===== src/rtl/l2_sqrt.sv =====
// rtl/l2_sqrt.sv - FIFO-buffered restoring integer square root of a 20-bit sum of squares (optional rounding: L2_SQRT_ROUND_EN)
module l2_sqrt #(
    parameter int FIFO_DEPTH = 4
) (
    input  logic        i_clk,
    input  logic        i_reset,
    input  logic [19:0] i_f,
    input  logic        i_valid_in,
    input  logic        i_ovf_in,
    output logic [9:0]  o_r,
    output logic        o_valid_out,
    output logic        o_ovf_out,
    output logic        o_busy,
    output logic        o_drop
);

    localparam int AW = (FIFO_DEPTH > 1) ? $clog2(FIFO_DEPTH) : 1;
    localparam int CW = AW + 1;

    typedef enum logic [1:0] {
        IDLE = 2'd0,
        ITER = 2'd1,
        DONE = 2'd2
    } state_t;

    // Sample FIFO: each entry is {ovf, f}
    logic [20:0]   r_mem [0:FIFO_DEPTH-1];
    logic [AW-1:0] r_wr_ptr;
    logic [AW-1:0] r_rd_ptr;
    logic [CW-1:0] r_count;

    // Engine state
    state_t        r_state;
    logic [3:0]    r_iter;
    logic [19:0]   r_rad;
    logic [9:0]    r_root;
    logic [11:0]   r_rem;
    logic          r_ovf;

    // Registered outputs
    logic [9:0]    r_r;
    logic          r_valid;
    logic          r_ovf_out;
    logic          r_drop;

    logic          w_empty;
    logic          w_full;
    logic          w_pop;
    logic          w_push;
    logic [20:0]   w_head;
    logic [13:0]   w_rem_sh;
    logic [13:0]   w_trial;
    logic          w_ge;
    logic [11:0]   w_rem_next;
    logic [9:0]    w_root_next;
    logic [9:0]    w_result;

    // The pop decision uses the pre-edge count, so a word written into an
    // empty FIFO is never popped on the same edge, while a full FIFO that
    // is popped this edge still has room for the incoming write.
    assign w_empty = (r_count == '0);
    assign w_full  = (r_count == CW'(FIFO_DEPTH));
    assign w_pop   = (r_state == IDLE) && !w_empty;
    assign w_push  = i_valid_in && (!w_full || w_pop);
    assign w_head  = r_mem[r_rd_ptr];

    // One restoring step: bring down two radicand bits, try (4*root + 1).
    // A failed trial leaves the remainder below 4*root+1 <= 4093, so the
    // 12-bit remainder never loses information.
    assign w_rem_sh    = {r_rem, r_rad[19:18]};
    assign w_trial     = {2'b00, r_root, 2'b01};
    assign w_ge        = (w_rem_sh >= w_trial);
    assign w_rem_next  = w_ge ? 12'(w_rem_sh - w_trial) : w_rem_sh[11:0];
    assign w_root_next = {r_root[8:0], w_ge};

`ifdef L2_SQRT_ROUND_EN
    logic w_round;
    // Round to nearest: f > root^2 + root means the true root is >= root + 0.5
    assign w_round  = (w_rem_next > {2'b00, w_root_next}) && (w_root_next != 10'h3FF);
    assign w_result = w_root_next + {9'd0, w_round};
`else
    assign w_result = w_root_next;
`endif

    // FIFO storage; contents need no reset because the count gates every read
    always_ff @(posedge i_clk) begin
        if (w_push && !i_reset) begin
            r_mem[r_wr_ptr] <= {i_ovf_in, i_f};
        end
    end

    // FIFO pointers, occupancy and the sticky drop flag
    always_ff @(posedge i_clk) begin
        if (i_reset) begin
            r_wr_ptr <= '0;
            r_rd_ptr <= '0;
            r_count  <= '0;
            r_drop   <= 1'b0;
        end else begin
            if (w_push) begin
                r_wr_ptr <= r_wr_ptr + AW'(1);
            end
            if (w_pop) begin
                r_rd_ptr <= r_rd_ptr + AW'(1);
            end
            if (w_push && !w_pop) begin
                r_count <= r_count + CW'(1);
            end else if (!w_push && w_pop) begin
                r_count <= r_count - CW'(1);
            end
            if (i_valid_in && !w_push) begin
                r_drop <= 1'b1;
            end
        end
    end

    // Square-root engine: IDLE pops, ITER runs ten steps, DONE pulses the result
    always_ff @(posedge i_clk) begin
        if (i_reset) begin
            r_state   <= IDLE;
            r_iter    <= 4'd0;
            r_rad     <= 20'd0;
            r_root    <= 10'd0;
            r_rem     <= 12'd0;
            r_ovf     <= 1'b0;
            r_r       <= 10'd0;
            r_valid   <= 1'b0;
            r_ovf_out <= 1'b0;
        end else begin
            case (r_state)
                IDLE: begin
                    r_valid   <= 1'b0;
                    r_ovf_out <= 1'b0;
                    if (w_pop) begin
                        r_rad   <= w_head[19:0];
                        r_ovf   <= w_head[20];
                        r_root  <= 10'd0;
                        r_rem   <= 12'd0;
                        r_iter  <= 4'd9;
                        r_state <= ITER;
                    end
                end
                ITER: begin
                    r_rad  <= {r_rad[17:0], 2'b00};
                    r_root <= w_root_next;
                    r_rem  <= w_rem_next;
                    if (r_iter == 4'd0) begin
                        r_r       <= r_ovf ? 10'h3FF : w_result;
                        r_ovf_out <= r_ovf;
                        r_valid   <= 1'b1;
                        r_state   <= DONE;
                    end else begin
                        r_iter <= r_iter - 4'd1;
                    end
                end
                DONE: begin
                    r_valid   <= 1'b0;
                    r_ovf_out <= 1'b0;
                    r_state   <= IDLE;
                end
                default: begin
                    r_valid   <= 1'b0;
                    r_ovf_out <= 1'b0;
                    r_state   <= IDLE;
                end
            endcase
        end
    end

    assign o_r         = r_r;
    assign o_valid_out = r_valid;
    assign o_ovf_out   = r_ovf_out;
    assign o_drop      = r_drop;
    assign o_busy      = (r_state != IDLE) || !w_empty;

endmodule


===== config.mk =====
export PLATFORM = sky130hd
export DESIGN_NAME = l2_sqrt
export DESIGN_NICKNAME = d
export VERILOG_FILES = /design/src/rtl/l2_sqrt.sv
export SDC_FILE = /design/constraint.sdc
export NUM_CORES = 1
export LEC_CHECK = 0
export CORE_UTILIZATION = 35
export DETAILED_ROUTE_END_ITERATION = 8
export HOLD_SLACK_MARGIN = 0.05
export PLACE_DENSITY_LB_ADDON = 0.25
export REMOVE_ABC_BUFFERS = 1
export SYNTH_ARGS = -nofsm -noshare
export SYNTH_HDL_FRONTEND = slang
export SYNTH_SLANG_ARGS = --single-unit

===== constraint.sdc =====
create_clock -name i_clk -period 3.3 [get_ports i_clk]
set_input_delay 0.825 -clock i_clk [delete_from_list [all_inputs] [get_ports i_clk]]
set_output_delay 0.825 -clock i_clk [all_outputs]
set_load 0.005 [all_outputs]

==> impl_metrics.toml <==
[detailed_routing]
wire_per_inst_um = 15.88
drt_wl_total_um = 12590
vias = 4049
dr.pass1.iters = 5
drt_iter0_drc = 277
drc_errors = 0
via_per_inst = 5.106
ant_nets = 0

[global_routing]
antenna_found_initial = 0
grt_overflow = 0
grt_pass1_wl_um = 21060
grt_max_degree = 29
grt_usage = 0.1512
grt_pass1_vias = 4190

[yosys]
synth_flop_cell = "edfxtp_1"
async_flop_share = 0
yosysWarnings = 0
synthCells = 507
synth_area_um2 = 6397
synth-seq-cells = 155
synth-seq-area-share = 0.6165
syn_area_per_cell_um2 = 12.62
synth_cell_type_count = 53
synth-edff-count = 84

[sta]
setup_slack_ns = 0.7395
tightestPinTransition_ns = 0.6510
period_minus_slack_ns = 2.561
drv_slew = 0
skew_ns = 0.007940
hold_viol_final = 0
slew_headroom = 0.5640
setup_viol = 0
finalCritPeriodShare = 0.7759
finalSetupTns_ns = 0
rsz0062_at_grt = "no"
fmax_mhz = 390.5

[setup_path]
cp.arrival_ns = 2.88
rr_endpoint = "r_rem[10]"
rrSetupSlack_ns = 0.74
reg2reg_depth = 9
path_class = "flip-flop to flip-flop"
cp.required_ns = 3.62
cp-start-kind = "flip-flop"
r2r_start = "r_root[5]"
cp_max_fo = 11
crit_path_end_kind = "flip-flop"

[floorplanning]
design.die.area_um2 = 18820
dieHeight_um = 137.2
rows = 49
io-pin-count = 38
die_w_um = 137.2
start_util = 0.3561
coreArea_um2 = 17960

[min_path]
whs_endpoint = "r_rad[5]"
hold_path.startpoint = "r_rad[3]"
hold_class = "flip-flop to flip-flop"
min_delay_path_depth = 2

[cts]
cts_root_buffer = "clkbuf_16"
cts_tree = "built"
post_cts_buffers = 0
clk_latency_ns = 0.42
cts_sinks = 155
clock_path_buffers = 2
h-tree-depth = 4
ctsResizeCount = 0
ctsHoldBuffers = 0
clk_pin_slew_ns = 0.06
numCtsBuffers = 17

[placed_design]
numPortBuffers = 37
dpl_cell_area_um2 = 7039
dpl.hpwl_um = 7948
gp_congestion = 0.8265
pre_cts_slack_ns = 0.3598

[cells_and_area]
multi_input_comb_area_um2 = 2260
fin_area_um2 = 7626
drive_gt1_frac = 0.1312
ff_latch_area_um2 = 3944
nFillCells = 1673
antenna_cells = 0
area_growth_pct = 19.21
fin_nets = 595

[job]
maxCapViolCount = 0

[pwr]
irDropWorstVdd_mv = 0.4864
p_leak_nw = 2.591
p_per_area_nw_per_um2 = 873.9

[run_status]
outcome = "finished, final reports clean"
[routing by layer]
metal | vias up | global-route usage | part of all wire
li1 | 1970 | - | -
met4 | 0 | 0.05617 | 0.013
met2 | 83 | 0.2503 | 0.49
met5 | - | 0 | 0
met1 | 1981 | 0.1842 | 0.46
met3 | 15 | 0.04746 | 0.042
[cell usage after synthesis, types with 6 or more instances]
library cell	n	share of area
a21oi_1	41	0.032
nand3_1	15	0.012
xnor2_1	7	0.0096
nand2_1	51	0.030
nor2_1	37	0.022
inv_1	20	0.012
dfxtp_1	71	0.22
clkbuf_1	16	0.0094
mux2i_1	6	0.0094
edfxtp_1	84	0.39
xor2_1	10	0.014
ha_1	19	0.037
a311oi_1	10	0.014
mux4_2	21	0.074
a22oi_1	18	0.021
o21ai_1	7	0.0055
nor3_1	9	0.0070
[power breakdown]
group / internal, mW / switching [mW] / leakage [nW]
Combinational: 0.994 / 1.24 / 0.958
Clock: 1.13 / 0.799 / 0.290
Sequential: 2.33 / 0.168 / 1.34
[layout by cell type, fill, tap and decap left out, types with 6 or more instances in the layout]
master           netlist  final
nand2_1               51     51
o21ai_1                7      7
inv_1                 20     20
mux2i_1                6      6
buf_4                  0     14
nand3_1               15     15
edfxtp_1              84     84
mux4_2                21     21
a311oi_1              10     10
a21oi_1               41     41
a22oi_1               18     18
xor2_1                10     10
nor2_1                37     37
ha_1                  19     19
clkdlybuf4s50_1        0     36
xnor2_1                7      7
nor3_1                 9      8
clkbuf_16              0     17
dfxtp_1               71     71
[registers in the layout (all words and copies together), names as in the netlist, named ones only]
register	flops
o_drop	1
r_ovf	1
o_valid_out	1
r_iter	4
r_rad	20
o_r	10
r_mem	84
r_root	10
r_count	3
r_rd_ptr	2
r_state	2
r_rem	12
o_ovf_out	1
r_wr_ptr	2
[worst max-delay path, stage by stage (launching register included)]
cell     delay [ns]
dfxtp_1        0.35
inv_1          0.08
ha_1           0.39
a211o_1        0.29
a21oi_1        0.22
o21a_1         0.14
o31a_1         0.39
buf_4          0.28
a21oi_1        0.09
a22o_1         0.22
[cell families after synthesis]
logic type | after synthesis | share of synthesized area
compound gates | 107 | 0.1109
fa+ha+maj | 20 | 0.04029
buf+inv | 47 | 0.03149
simple gates | 133 | 0.09192
xor+xnor | 17 | 0.02327
mux | 28 | 0.08566
flops | 155 | 0.6165
[layout make-up]
type / count / share of cell area
well taps: 229 / 0.03757
inverters: 21 / 0.01034
clock buffers: 17 / 0.05578
flip-flops and latches: 155 / 0.5171
multi-input cells: 305 / 0.2963
repair buffers: 51 / 0.06169
clock inverters: 15 / 0.02116
[how the worst max path moves through the flow]
stage               start    endpoint  slack (ns)  cells after the start
6_report        r_root[5]   r_rem[10]        0.74                      9
5_1_grt         r_root[2]    r_rem[8]        0.54                      9
4_1_cts         r_root[5]   r_rem[10]        0.71                      9
3_5_place_dp   i_valid_in  r_count[2]        0.36                      9
3_3_place_gp   i_valid_in  r_count[2]        0.44                      9
2_1_floorplan  r_count[0]  r_count[2]       -0.47                      9
[stage by stage]
step	cells	utilization	hold slack, ns	power [mW]
6_report	793	0.4245	0.4520	6.665
5_1_grt	793	0.4245	0.4676	7.113
4_1_cts	793	0.4245	0.4553	6.752
3_5_place_dp	761	0.3919	0.4455	4.802
3_3_place_gp	761	0.3919	0.4398	4.736
2_1_floorplan	481	-	0.4260	4.075
(Power assumes the default switching activity.)
